### src/rtl/fetch_stage_pkg.sv
// Shared definitions for the fetch stage and its users: opcode encodings and
// the NOP/bubble instruction word.
package fetch_stage_pkg;

    typedef enum logic [3:0] {
        OP_ADD  = 4'h0,
        OP_ADDI = 4'h1,
        OP_SUB  = 4'h2,
        OP_AND  = 4'h3,
        OP_OR   = 4'h4,
        OP_LW   = 4'h5,
        OP_SW   = 4'h6,
        OP_BEQ  = 4'h7,
        OP_J    = 4'h8,
        OP_JAL  = 4'h9,
        OP_JR   = 4'hA
    } opcode_e;

    // All-zero word decodes as ADD R0,R0,R0, so a bubble is architecturally inert.
    localparam logic [15:0] INST_NOP = 16'h0000;

    function automatic opcode_e inst_opcode(input logic [15:0] inst);
        return opcode_e'(inst[15:12]);
    endfunction

endpackage

### src/rtl/fetch_stage_if.sv
// Control, instruction-memory and IF/ID signals of the fetch stage.
interface fetch_stage_if #(
    parameter int PC_W   = 8,
    parameter int INST_W = 16
);
    logic              stall;
    logic              br_taken;
    logic [PC_W-1:0]   br_target;
    logic              jump;
    logic [PC_W-1:0]   jump_target;
    logic              jr;
    logic [PC_W-1:0]   jr_target;
    logic [PC_W-1:0]   imem_addr;
    logic [INST_W-1:0] imem_data;
    logic [INST_W-1:0] ifid_inst;
    logic [PC_W-1:0]   ifid_pc1;
    logic              ifid_valid;
    logic              redirect;

    modport master (
        input  stall, br_taken, br_target, jump, jump_target, jr, jr_target, imem_data,
        output imem_addr, ifid_inst, ifid_pc1, ifid_valid, redirect
    );

    modport slave (
        output stall, br_taken, br_target, jump, jump_target, jr, jr_target, imem_data,
        input  imem_addr, ifid_inst, ifid_pc1, ifid_valid, redirect
    );
endinterface

### src/rtl/fetch_stage_pc_next_sel.sv
// Combinational next-PC priority selector: rst, jr, jump, branch, stall, PC+1.
module pc_next_sel #(
    parameter int              PC_W     = 8,
    parameter logic [PC_W-1:0] RESET_PC = '0
) (
    input  logic            rst,
    input  logic [PC_W-1:0] pc,
    input  logic            stall,
    input  logic            br_taken,
    input  logic [PC_W-1:0] br_target,
    input  logic            jump,
    input  logic [PC_W-1:0] jump_target,
    input  logic            jr,
    input  logic [PC_W-1:0] jr_target,
    output logic [PC_W-1:0] pc_plus1,
    output logic [PC_W-1:0] next_pc,
    output logic            redirect
);
    // Plain PC_W-bit add: all-ones wraps to zero with no carry kept.
    assign pc_plus1 = pc + PC_W'(1);
    assign redirect = jr | jump | br_taken;

    always_comb begin
        next_pc = pc_plus1;
        if (rst)
            next_pc = RESET_PC;
        else if (jr)
            next_pc = jr_target;
        else if (jump)
            next_pc = jump_target;
        else if (br_taken)
            next_pc = br_target;
        else if (stall)
            next_pc = pc;
    end
endmodule

### src/rtl/fetch_stage.sv
// Instruction fetch: PC register, next-PC selection and the IF/ID pipeline
// register with stall hold and redirect squash.
module fetch_stage
    import fetch_stage_pkg::*;
#(
    parameter int              PC_W     = 8,
    parameter int              INST_W   = 16,
    parameter logic [PC_W-1:0] RESET_PC = '0
) (
    input  logic          clk,
    input  logic          rst,
    fetch_stage_if.master bus
);
    logic [PC_W-1:0]   pc_p0;
    logic [PC_W-1:0]   pc_plus1;
    logic [PC_W-1:0]   next_pc;
    logic              redirect;
    logic [INST_W-1:0] inst_p1;
    logic [PC_W-1:0]   pc1_p1;
    logic              vld_p1;

    pc_next_sel #(
        .PC_W     (PC_W),
        .RESET_PC (RESET_PC)
    ) u_pc_next_sel (
        .rst         (rst),
        .pc          (pc_p0),
        .stall       (bus.stall),
        .br_taken    (bus.br_taken),
        .br_target   (bus.br_target),
        .jump        (bus.jump),
        .jump_target (bus.jump_target),
        .jr          (bus.jr),
        .jr_target   (bus.jr_target),
        .pc_plus1    (pc_plus1),
        .next_pc     (next_pc),
        .redirect    (redirect)
    );

    // p0: PC register, drives the instruction memory address directly
    always_ff @(posedge clk) begin
        pc_p0 <= next_pc;
    end

    // p1: IF/ID register; a redirect squashes the wrong-path fetch even under stall
    always_ff @(posedge clk) begin
        if (rst) begin
            inst_p1 <= '0;
            pc1_p1  <= '0;
            vld_p1  <= 1'b0;
        end else if (redirect) begin
            inst_p1 <= INST_W'(INST_NOP);
            pc1_p1  <= '0;
            vld_p1  <= 1'b0;
        end else if (!bus.stall) begin
            inst_p1 <= bus.imem_data;
            pc1_p1  <= pc_plus1;
            vld_p1  <= 1'b1;
        end
    end

    assign bus.imem_addr  = pc_p0;
    assign bus.ifid_inst  = inst_p1;
    assign bus.ifid_pc1   = pc1_p1;
    assign bus.ifid_valid = vld_p1;
    assign bus.redirect   = redirect;
endmodule

### src/flat_wrapper.sv
// flat-port wrapper written by rule: the top's interface ports become plain ports
module fetch_stage_flat import fetch_stage_pkg::*;
#(
    parameter int              PC_W     = 8,
    parameter int              INST_W   = 16,
    parameter logic [PC_W-1:0] RESET_PC = '0
)
  (clk, rst, bus_stall, bus_br_taken, bus_br_target, bus_jump, bus_jump_target, bus_jr, bus_jr_target, bus_imem_data, bus_imem_addr, bus_ifid_inst, bus_ifid_pc1, bus_ifid_valid, bus_redirect);
  fetch_stage_if #(.PC_W(PC_W), .INST_W(INST_W)) bus_i ();
  input  logic clk;
  input  logic rst;
  input wire logic [$bits(bus_i.stall)-1:0] bus_stall;
  input wire logic [$bits(bus_i.br_taken)-1:0] bus_br_taken;
  input wire logic [$bits(bus_i.br_target)-1:0] bus_br_target;
  input wire logic [$bits(bus_i.jump)-1:0] bus_jump;
  input wire logic [$bits(bus_i.jump_target)-1:0] bus_jump_target;
  input wire logic [$bits(bus_i.jr)-1:0] bus_jr;
  input wire logic [$bits(bus_i.jr_target)-1:0] bus_jr_target;
  input wire logic [$bits(bus_i.imem_data)-1:0] bus_imem_data;
  output wire logic [$bits(bus_i.imem_addr)-1:0] bus_imem_addr;
  output wire logic [$bits(bus_i.ifid_inst)-1:0] bus_ifid_inst;
  output wire logic [$bits(bus_i.ifid_pc1)-1:0] bus_ifid_pc1;
  output wire logic [$bits(bus_i.ifid_valid)-1:0] bus_ifid_valid;
  output wire logic [$bits(bus_i.redirect)-1:0] bus_redirect;
  assign bus_i.stall = bus_stall;
  assign bus_i.br_taken = bus_br_taken;
  assign bus_i.br_target = bus_br_target;
  assign bus_i.jump = bus_jump;
  assign bus_i.jump_target = bus_jump_target;
  assign bus_i.jr = bus_jr;
  assign bus_i.jr_target = bus_jr_target;
  assign bus_i.imem_data = bus_imem_data;
  assign bus_imem_addr = bus_i.imem_addr;
  assign bus_ifid_inst = bus_i.ifid_inst;
  assign bus_ifid_pc1 = bus_i.ifid_pc1;
  assign bus_ifid_valid = bus_i.ifid_valid;
  assign bus_redirect = bus_i.redirect;
  fetch_stage #(.PC_W(PC_W), .INST_W(INST_W), .RESET_PC(RESET_PC)) u_core (.clk(clk), .rst(rst), .bus(bus_i));
endmodule
### config.mk
export PLATFORM = sky130hd
export DESIGN_NAME = fetch_stage_flat
export DESIGN_NICKNAME = d
export VERILOG_FILES = /design/src/rtl/fetch_stage_pkg.sv /design/src/rtl/fetch_stage_if.sv /design/src/rtl/fetch_stage_pc_next_sel.sv /design/src/rtl/fetch_stage.sv /design/src/flat_wrapper.sv
export SDC_FILE = /design/constraint.sdc
export NUM_CORES = 1
export LEC_CHECK = 0
export BUFFER_PORTS_ARGS = -buffer_cell sky130_fd_sc_hd__buf_4
export CAP_MARGIN = 15
export CORE_MARGIN = 2
export CORE_UTILIZATION = 47
export DETAILED_ROUTE_END_ITERATION = 10
export GPL_TIMING_DRIVEN = 1
export PLACE_DENSITY_LB_ADDON = 0.08
export SYNTH_ARGS = -nofsm -noshare
export SYNTH_HDL_FRONTEND = slang
export SYNTH_SLANG_ARGS = --single-unit
### constraint.sdc
create_clock -name clk -period 2.3 [get_ports clk]
set_clock_uncertainty 0.2 [all_clocks]
set_input_delay 0.23 -clock clk [delete_from_list [all_inputs] [get_ports clk]]
set_output_delay 0.23 -clock clk [all_outputs]
set_load 0.01 [all_outputs]
Word-level counts from Yosys, hierarchy flattened

Index checks and enable logic that the tools add are counted.

Add/subtract/negate cells: 1
Equality and inequality tests: 1
Multiplexer cells: 4
Bitwise logic cells: 2
Reduce and logical (&&, ||, !) cells: 1

Operators by type and width:

| kind                  | number |
|---|---|
| $mux W8               | 4 |
| $add A8 B1 Y8 const B | 1 |
| $ne A4 B1 Y1 const B  | 1 |
| $or A1 B1 Y1          | 2 |
| $reduce_or A2 Y1      | 1 |

Register bits: 33
Output and inout bits: 34
Word-level logic and storage cells: 13

Depth between registers and ports, before layout

Gate-level depths: netlist of run 1.

Word-level depth: 5
Depth in mapped cells: 6
Depth with buffers taken out: 5

Cells and area by module

A second synthesis of run 1 with hierarchy kept.

Cells, all modules: 180
Area total of the unflattened synthesis: 1647.8 sq um

By module, submodules not included:

| module      | times used | cells an instance | area each (sq um) |
|---|---|---|---|
| fetch_stage | 1          | 90                | 1072.3 |
| pc_next_sel | 1          | 90                | 575.6 |

Worst setup path after synthesis of run 1

OpenSTA, ideal clock, no wires.

Path type: register to register
From: register u_core.pc_p0[0] (netlist: u_core.bus.imem_addr[0])
To: register u_core.pc_p0[6] (netlist: u_core.bus.imem_addr[6])
Data arrival time: 1.596 ns
Data required time: 2.026 ns
Path slack: 0.430 ns
Stages on the path, launching flop included: 6
Buffers on the path: 0
Period minus slack after synthesis: 1.870 ns
Cells stage by stage: dfxtp_1 ha_1 bufinv_8 or2_1 a2111o_1 a31oi_1

Cells in the longest elaborated chain, start to end: 5

RTL lines:

| item                   | RTL line                      | text |
|---|---|---|
| start, declared        | fetch_stage.sv:14             | `logic [PC_W-1:0] pc_p0;` |
| start signal, assigned | fetch_stage.sv:42             | `pc_p0 <= next_pc;` |
| $add A8 B1 Y8          | fetch_stage_pc_next_sel.sv:20 | `assign pc_plus1 = pc + PC_W'(1);` |
| $mux W8                | fetch_stage_pc_next_sel.sv:33 | `else if (stall)` |
| $mux W8                | fetch_stage_pc_next_sel.sv:31 | `else if (br_taken)` |
| $mux W8                | fetch_stage_pc_next_sel.sv:29 | `else if (jump)` |
| $mux W8                | fetch_stage_pc_next_sel.sv:27 | `else if (jr)` |

Every way passes these cells. The select of a mux whose other input is x is not followed.
A chain may end at the register's enable or synchronous reset.

Worst setup path after layout of run 1

From: register u_core.pc_p0[1] (netlist: u_core.bus.imem_addr[1])
To: register u_core.pc_p0[6] (netlist: u_core.bus.imem_addr[6])

Same word-level chain as after synthesis.

==> results of run 1 <==
area by class of cell:
cell class | instances | area, um2 | area share, %
sequential | 33 | 660.6 | 26.27
tap | 48 | 60.06 | 2.388
clock buffer | 7 | 86.33 | 3.433
multi-input combinational | 129 | 997.2 | 39.65
timing repair buffer | 87 | 663.1 | 26.37
inverter | 9 | 47.55 | 1.891
power by group:
part / internal, uW / leakage, uW / switching, uW / total, uW
combinational: 132 / 0.000775 / 119 / 251
sequential: 588 / 0.000269 / 20.4 / 609
clock: 237 / 0.0000443 / 193 / 431
total: 958 / 0.00109 / 333 / 1290
registers in the layout (all words and copies together) (netlist names):
name / cells
u_core.bus.ifid_valid: 1
u_core.bus.ifid_pc1: 8
u_core.bus.imem_addr: 8
u_core.bus.ifid_inst: 16
cells in the final DEF (no fill, tap or decap), drive strengths merged, types with 2 or more instances in the layout:
cell type and instances:
nand2 9, clkbuf 7, nor2 31, buf 83, nor2b 2, o311ai 2, a311oi 2, inv 8
o21ai 2, dfxtp 33, dlygate4sd3 4, nor3 5, mux2i 19, nand4 2, nand3 6, a21oi 11
a31oi 2, o21a 5, xnor2 5, nand2b 5, nor4 2, nor3b 3, o211ai 4, xor2 2
per-stage QoR:
stage	power, uW	setup slack [ps]	hold slack (ps)	cells	util [%]
3_5_place_dp	867.7	460.8	242.5	302	64.76
4_1_cts	1301	432.4	0.2253	312	67.91
3_3_place_gp	866.5	483.3	248.6	302	64.76
2_1_floorplan	763.8	429.9	167.8	186	-
5_1_grt	1355	320.3	18.67	313	68.18
6_report	1290	426.1	13.79	313	68.18
logic make-up (layout without fill, tap and decap cells):
| group | after synthesis | count (layout) |
|---|---|---|
| and+or+nand+nor | 67 | 67 |
| AOI/OAI and AO/OA | 35 | 35 |
| DFF | 33 | 33 |
| buffers and inverters | 24 | 103 |
| muxes | 19 | 19 |
| xor gates and xnor gates | 7 | 7 |
| adders and majority gates | 1 | 1 |
layer usage:
metal / global-route usage [%] / wire length, um
met5: 0 / 0
met1: 22.79 / 1708
met4: 4.592 / 39
met3: 6.303 / 320
met2: 33.63 / 2079
critical path, delay by kind of cell (launching register included):
kind / cells / cell delay (ps)
compound gates: 2 / 500
flops: 1 / 410
fa+ha+maj: 1 / 250
simple gates: 1 / 250
buf+inv: 1 / 200
worst max-delay path by stage:
stage                                                 endpoint  slack, ps  depth (start not counted)
final                     u_core.bus.imem_addr[6]$_SDFFE_PP0P_        430                          5
after floorplan           u_core.bus.imem_addr[6]$_SDFFE_PP0P_        430                          5
after global placement    u_core.bus.imem_addr[6]$_SDFFE_PP0P_        480                          5
after CTS                 u_core.bus.imem_addr[6]$_SDFFE_PP0P_        430                          5
after detailed placement  u_core.bus.imem_addr[6]$_SDFFE_PP0P_        460                          5
after global routing      u_core.bus.imem_addr[6]$_SDFFE_PP0P_        320                          5
repair_timing:
action	4_1_cts	5_1_grt
resized for setup	0	0
hold endpoints to repair	3	1
hold buffers	3	1
==> impl_metrics.json, run 1 <==
{
  "finalSetupTns_ps": 0,
  "overflow": 0,
  "worstPathArrival_ps": 1890,
  "row_count": 22,
  "netlist_top_cells_count": "dfxtp_1, nor2_4, mux2i_1",
  "synth_cells": 186,
  "core-area_um2": 3689,
  "yosysMostFrequentCell": "dfxtp_1",
  "reg2regPathDepth": 5,
  "rsz0062_at_grt": "false",
  "synthXorXnorAreaFrac_pct": 3.375,
  "cts_buffers": 5,
  "path_cells": "ha_1, bufinv_8, or2_1, a2111o_1, a31oi_1",
  "reg2reg_from": "u_core.bus.imem_addr[1]$_SDFFE_PP0P_",
  "start_util_pct": 49.25,
  "slowest_delay_ps": 410,
  "antenna_found_initial": 0,
  "synth_mux_area_share_pct": 10.47,
  "ant_nets": 0,
  "die_area_um2": 4378,
  "outcome": "complete, no violations",
  "ios": 80,
  "hold_depth": 3,
  "worst_pin_slew_ps": 454.5,
  "dpl.hpwl_um": 3109,
  "portBuffers": 79,
  "gp_congestion": 0.7892,
  "synth_seq_area_share_pct": 36.36,
  "wirelength_um": 4147,
  "htreeDepth": 2,
  "post_drt_wl_per_cell_um": 13.25,
  "crit_fanout": 6,
  "grt_pass1_wl_um": 6348,
  "min_path_type": "in -> reg",
  "grt_use_total_pct": 19.30,
  "worstSetupStartpointType": "register",
  "synth_cell_types": 44,
  "peakVddDrop_v": 0.0003383,
  "synth-seq-cells": 33,
  "hold_viol_final": 0,
  "relSlewSlack_pct": 69.56,
  "synthAdderAreaFrac_pct": 0.6887,
  "cts_buffer_depth": 2,
  "min_period_ps": 1874,
  "min-delay-start": "bus_jump_target[6]",
  "insertion_delay_ps": 280,
  "drive_above_1_share_pct": 44.53,
  "synth_top_family_by_area": "simple AND/OR/NAND/NOR gates",
  "antenna-diode-count": 0,
  "dpl-instance-area_um2": 2389,
  "r2r_setup_slack_ps": 430,
  "grt_max_degree": 29,
  "drv_cap": 0,
  "syn-mean-instance-area_um2": 9.767,
  "drtIter0Drc": 60,
  "fillers": 330,
  "leakage_uw": 0.001088,
  "synth_compound_area_share_pct": 13.77,
  "required_ps": 2310,
  "yosys.area_share.simple_pct": 26.58,
  "drc_errors": 0,
  "clockRootBuffer": "clkbuf_8",
  "hold_end": "u_core.bus.imem_addr[6]$_SDFFE_PP0P_",
  "synthesis.area_um2": 1817,
  "vias_per_cell": 5.157,
  "vias": 1614,
  "cts.clk_slew.worst_paths_ps": 70,
  "design_area_um2": 2515,
  "ys_warn_count": 0,
  "finalMaxSlewViolations": 0,
  "fin_crit_sh_pct": 81.47,
  "async_reset_ff_share_pct": 0,
  "yosysTopAreaCellShare_pct": 36.36,
  "startpoint": "u_core.bus.imem_addr[1]$_SDFFE_PP0P_",
  "synthToLayoutAreaGrowth_pct": 38.43,
  "synthFlopType": "dfxtp_1",
  "drtPass1Iterations": 4,
  "clock_sinks": 33,
  "synth_largest_area_cell": "dfxtp_1",
  "r2r_end": "u_core.bus.imem_addr[6]$_SDFFE_PP0P_",
  "setup_viol": 0,
  "clock.fmax_mhz": 533.6,
  "synth_edf_count": 0,
  "die_w_um": 66.17,
  "cts_setup_buffers": 0,
  "final_nets": 312,
  "power_density_nw_per_um2": 513.0,
  "synth_area_leaders": "dfxtp_1, nor2_4, mux2i_1",
  "cp-end-kind": "register",
  "synth_nets": 233,
  "critical_path.slowest_cell": "dfxtp_1",
  "cts_tree": "done",
  "fp.dieH_um": 66.17,
  "critPathKind": "reg -> reg",
  "grt_pass1_vias": 1419
}
(Power assumes the default switching activity.)
==> run 2: changes to the inputs <==
Settings changed: CORE_UTILIZATION 47 to 42.
Clock period 2.3 ns to 1.6 ns, I/O delays scaled along.
==> impl_metrics.json, run 2 (synthesis gave the netlist of run 1 again) <==
{
  "reg2regPathDepth": 5,
  "grt_use_total_pct": 19.93,
  "ios": 80,
  "critical_path.slowest_cell": "dfxtp_4",
  "gp_congestion": 0.8205,
  "fillers": 317,
  "dp_cells": 316,
  "min-delay-start": "bus_jr_target[6]",
  "cp-end-kind": "register",
  "hold_slack_ps": 22.80,
  "vias_per_cell": 4.943,
  "r2r_setup_slack_ps": 30,
  "cts_tree": "done",
  "die_w_um": 69.77,
  "power_density_nw_per_um2": 724.9,
  "drtPass1Iterations": 4,
  "p_seq_share_pct": 40.7,
  "switching_share_pct": 24.42,
  "combPwrFrac_pct": 21.2,
  "r2r_end": "u_core.bus.imem_addr[6]$_SDFFE_PP0P_",
  "post_drt_wl_per_cell_um": 13.25,
  "final_nets": 347,
  "design_area_um2": 2937,
  "htreeDepth": 2,
  "wirelength_um": 4652,
  "grt_max_degree": 19,
  "cts_buffers": 5,
  "min_path_type": "in -> reg",
  "slowest_delay_ps": 360,
  "dpl.hpwl_um": 3275,
  "vias": 1735,
  "reg2reg_from": "u_core.bus.imem_addr[1]$_SDFFE_PP0P_",
  "final_common_cell": "buf_4",
  "antenna_found_initial": 0,
  "worstSetupStartpointType": "register",
  "core-area_um2": 4086,
  "required_ps": 1610,
  "drc_errors": 0,
  "grt_pass1_vias": 1686,
  "min_period_ps": 1568,
  "fp.dieH_um": 69.77,
  "relSlewSlack_pct": 75.94,
  "clockRootBuffer": "clkbuf_8",
  "overflow": 0,
  "outcome": "complete, no violations",
  "insertion_delay_ps": 280,
  "clock_sinks": 33,
  "hold_viol_final": 0,
  "hold_end": "u_core.bus.imem_addr[6]$_SDFFE_PP0P_",
  "portBuffers": 79,
  "finalSetupTns_ps": 0,
  "row_count": 23,
  "grt_pass1_wl_um": 7776,
  "peakVddDrop_v": 0.0005087,
  "clock.fmax_mhz": 637.6,
  "drive_above_1_share_pct": 47.51,
  "p_switching_uw": 519.9,
  "path_cells": "ha_4, inv_8, or2_4, a2111o_1, a31oi_1",
  "ant_nets": 0,
  "leakage_uw": 0.001281,
  "drv_cap": 0,
  "start_util_pct": 44.46,
  "hold_depth": 3,
  "layout.cells.non_filler": 351,
  "utilization_pct": 71.86,
  "worst_pin_slew_ps": 351.7,
  "rsz0062_at_grt": "true",
  "critPathKind": "reg -> reg",
  "cts.clk_slew.worst_paths_ps": 70,
  "crit_fanout": 2,
  "p_int_uw": 1609,
  "clkPwrFrac_pct": 38.1,
  "layout_common_cells": "buf_4, dfxtp_1, dlygate4sd3_1",
  "die_area_um2": 4868,
  "dpl-instance-area_um2": 2537,
  "antenna-diode-count": 0,
  "synthToLayoutAreaGrowth_pct": 61.64,
  "cts_buffer_depth": 2,
  "finalMaxSlewViolations": 0,
  "setup_viol": 0,
  "fin_crit_sh_pct": 98.02,
  "worstPathArrival_ps": 1580,
  "largest_reg_flops": 16,
  "drtIter0Drc": 85
}
-- run 2: final cells by class --
| cell class | instances | area [um2] | share of cell area [%] |
|---|---|---|---|
| multi-input combinational | 129 | 1025 | 34.90 |
| timing repair buffer | 122 | 1016 | 34.60 |
| sequential | 33 | 675.6 | 23.01 |
| clock buffer | 7 | 86.33 | 2.940 |
| tap | 50 | 62.56 | 2.130 |
| inverter | 9 | 41.29 | 1.406 |
| clock inverter | 1 | 30.03 | 1.023 |
-- run 2: stage by stage --
step           power, uW  worst slack, ps
2_1_floorplan       1105           -21.58
3_3_place_gp        1283            22.65
3_5_place_dp        1284           -4.783
4_1_cts             2145            24.32
5_1_grt             2232           -22.12
6_report            2129            31.69
-- run 2: power groups by stage --
| stage | registers (uW) | logic [uW] | clock network, uW |
|---|---|---|---|
| finish | 867 | 451 | 811 |
| floorplan | 901 | 204 | 0 |
| global route | 870 | 490 | 873 |
| CTS | 866 | 448 | 831 |
| global placement | 884 | 399 | 0 |
| detailed placement | 885 | 398 | 0 |
-- run 2: how the worst max path moves through the flow --
stage	start	end	slack (ps)
final	u_core.bus.imem_addr[1]$_SDFFE_PP0P_	u_core.bus.imem_addr[6]$_SDFFE_PP0P_	30
after detailed placement	u_core.bus.imem_addr[1]$_SDFFE_PP0P_	u_core.bus.imem_addr[6]$_SDFFE_PP0P_	-5
after global placement	u_core.bus.imem_addr[1]$_SDFFE_PP0P_	u_core.bus.imem_addr[6]$_SDFFE_PP0P_	20
after CTS	u_core.bus.imem_addr[0]$_SDFFE_PP0P_	u_core.bus.imem_addr[6]$_SDFFE_PP0P_	20
after global routing	u_core.bus.imem_addr[1]$_SDFFE_PP0P_	u_core.bus.imem_addr[6]$_SDFFE_PP0P_	-20
after floorplan	u_core.bus.imem_addr[0]$_SDFFE_PP0P_	u_core.bus.imem_addr[6]$_SDFFE_PP0P_	-20
-- run 2: critical path: cells and delay by family (launching register included) --
| kind | cells | cell delay [ps] |
|---|---|---|
| DFF | 1 | 360 |
| buffers and inverters | 1 | 30 |
| and+or+nand+nor | 1 | 240 |
| AOI/OAI and AO/OA | 2 | 510 |
| adders and majority gates | 1 | 160 |
-- run 2: repair_timing --
item,CTS,global route
setup endpoints to repair,1,3
hold endpoints to repair,22,0
buffers inserted,1,1
hold buffers,25,0
pin swaps,2,4
gates resized for setup,1,3
-- run 2: routing by layer --
layer  global-route usage (%)  up-vias  wire length, um
li1                         -      871                -
met1                    25.98      800             1954
met2                    32.80       60             2326
met3                    5.233        4              340
met4                    4.915        0               31
met5                        0        -                0
==> run 3: changes to the inputs <==
Settings changed: CORE_UTILIZATION 42 to 41, SYNTH_HIERARCHICAL set to 1.
==> impl_metrics.json, run 3 <==
{
  "die_w_um": 67.40,
  "slowest_delay_ps": 320,
  "largest_reg_flops": 16,
  "vias": 1581,
  "synth_seq_area_share_pct": 40.09,
  "grt_use_total_pct": 19.30,
  "final_common_cell": "buf_4",
  "insertion_delay_ps": 280,
  "required_ps": 1560,
  "worstPathArrival_ps": 1480,
  "rsz0062_at_grt": "false",
  "row_count": 23,
  "syn-mean-instance-area_um2": 9.155,
  "critPathKind": "reg -> reg",
  "clock_sinks": 33,
  "drtPass1Iterations": 4,
  "outcome": "complete, no violations",
  "grt_max_degree": 26,
  "yosysTopAreaCellShare_pct": 40.09,
  "die_area_um2": 4542,
  "drv_cap": 0,
  "synth-seq-cells": 33,
  "power_density_nw_per_um2": 731.5,
  "post_drt_wl_per_cell_um": 11.96,
  "synth_edf_count": 0,
  "fin_crit_sh_pct": 94.75,
  "drtIter0Drc": 79,
  "path_cells": "ha_1, nor2b_1, a211o_1, o311ai_1, a21oi_1",
  "synthesis.area_um2": 1648,
  "clockRootBuffer": "clkbuf_8",
  "crit_fanout": 2,
  "use_met1_pct": 22.56,
  "grt_use_met2_pct": 32.92,
  "drc_errors": 0,
  "vias_per_cell": 4.664,
  "synth_nets": 227,
  "hold_viol_final": 0,
  "cts_buffers": 5,
  "portBuffers": 79,
  "cts_buffer_depth": 2,
  "ant_nets": 0,
  "synth_largest_area_cell": "dfxtp_1",
  "ys_warn_count": 6,
  "wirelength_um": 4056,
  "setup_viol": 0,
  "synthFlopType": "dfxtp_1",
  "dpl.hpwl_um": 2874,
  "relSlewSlack_pct": 72.70,
  "design_area_um2": 2643,
  "cts_tree": "done",
  "leakage_uw": 0.001264,
  "dpl-instance-area_um2": 2291,
  "clock.fmax_mhz": 659.7,
  "min_period_ps": 1516,
  "netlist_top_cells_count": "dfxtp_1, nor2_1, mux2i_1",
  "min_path_type": "in -> reg",
  "synth_area_leaders": "dfxtp_1, mux2i_1, nor2_1",
  "layout_common_cells": "buf_4, dfxtp_1, nor2_1",
  "cts.clk_slew.worst_paths_ps": 70,
  "final_nets": 335,
  "place_ws_ps": 103.6,
  "worst_pin_slew_ps": 409.5,
  "ios": 80,
  "layout.cells.non_filler": 339,
  "grt_pass1_vias": 1456,
  "start_util_pct": 41.80,
  "antenna_found_initial": 0,
  "htreeDepth": 2,
  "critical_path.slowest_cell": "dfxtp_2",
  "dp_cells": 306,
  "fp.dieH_um": 67.40,
  "cp-end-kind": "register",
  "synth_cell_types": 38,
  "synthToLayoutAreaGrowth_pct": 60.36,
  "use_met3_pct": 5.833,
  "worstSetupStartpointType": "register",
  "fillers": 340,
  "gp_congestion": 0.7241,
  "grt_pass1_wl_um": 6534,
  "drive_above_1_share_pct": 36.68,
  "antenna-diode-count": 0,
  "finalSetupTns_ps": 0,
  "yosysMostFrequentCell": "dfxtp_1",
  "core-area_um2": 3943,
  "setup_slack_ps": 84.07,
  "synth_cells": 180,
  "overflow": 0,
  "finalMaxSlewViolations": 0,
  "async_reset_ff_share_pct": 0,
  "peakVddDrop_v": 0.0003833,
  "busiest_layer": "met2"
}
==> run 3: critical path: cells and delay by family, from the launching register on <==
family	cells	cell delay, ps
flops	1	320
simple gates	1	140
fa+ha+maj	1	310
compound gates	3	420
==> run 3: kinds of logic after synthesis <==
| logic type | synth area share (%) |
|---|---|
| simple gates | 18.00 |
| flops | 40.09 |
| compound gates | 12.30 |
| mux | 14.58 |
| buf+inv | 8.960 |
| xor+xnor | 5.315 |
| fa+ha+maj | 0.7592 |
==> run 3: layout make-up <==
type / instances / area [um2] / share of cell area (%)
clock inverter: 1 / 5.005 / 0.1894
inverter: 9 / 33.78 / 1.278
timing repair buffer: 115 / 938.4 / 35.51
tap: 50 / 62.56 / 2.367
multi-input combinational: 124 / 844.6 / 31.96
sequential: 33 / 661.9 / 25.05
clock buffer: 7 / 96.34 / 3.646
==> run 3: stage by stage <==
stage	hold WS (ps)	power [uW]	util [%]
2_1_floorplan	69.28	1066	-
3_3_place_gp	165.4	1222	58.11
3_5_place_dp	167.9	1224	58.11
4_1_cts	21.37	1960	67.03
5_1_grt	37.46	2036	67.03
6_report	27.30	1933	67.03
==> run 3: worst paths after layout <==
| kind | from | to | slack, ps | cells after the start |
|---|---|---|---|---|
| worst max register to register | u_core/bus.imem_addr[0]$_DFF_P_ | u_core/bus.imem_addr[1]$_DFF_P_ | 80 | 5 |
| worst max-delay path | u_core/bus.imem_addr[0]$_DFF_P_ | u_core/bus.imem_addr[1]$_DFF_P_ | 80 | 5 |
| worst min-delay path | bus_jump_target[0] | u_core/bus.imem_addr[0]$_DFF_P_ | 30 | 4 |
| worst min register to register | u_core/bus.ifid_valid$_SDFFE_PP0N_ | u_core/bus.ifid_valid$_SDFFE_PP0N_ | 240 | 2 |
==> run 3: where the power goes <==
part           internal, uW  total (uW)  switching (uW)
clock                   388         678             290
combinational           234         388             155
sequential              844         867            22.4
total                  1470        1930             467
==> run 3: layer usage <==
metal / part of all wire (%) / wire, um
met1: 42 / 1709
met2: 47 / 1926
met3: 8.6 / 348
met4: 1.8 / 71
met5: 0 / 0
==> run 3: repair_timing <==
item,in CTS,in global routing
setup buffers,0,0
hold buffers,25,0
hold endpoints to repair,24,0
resized for setup,0,0
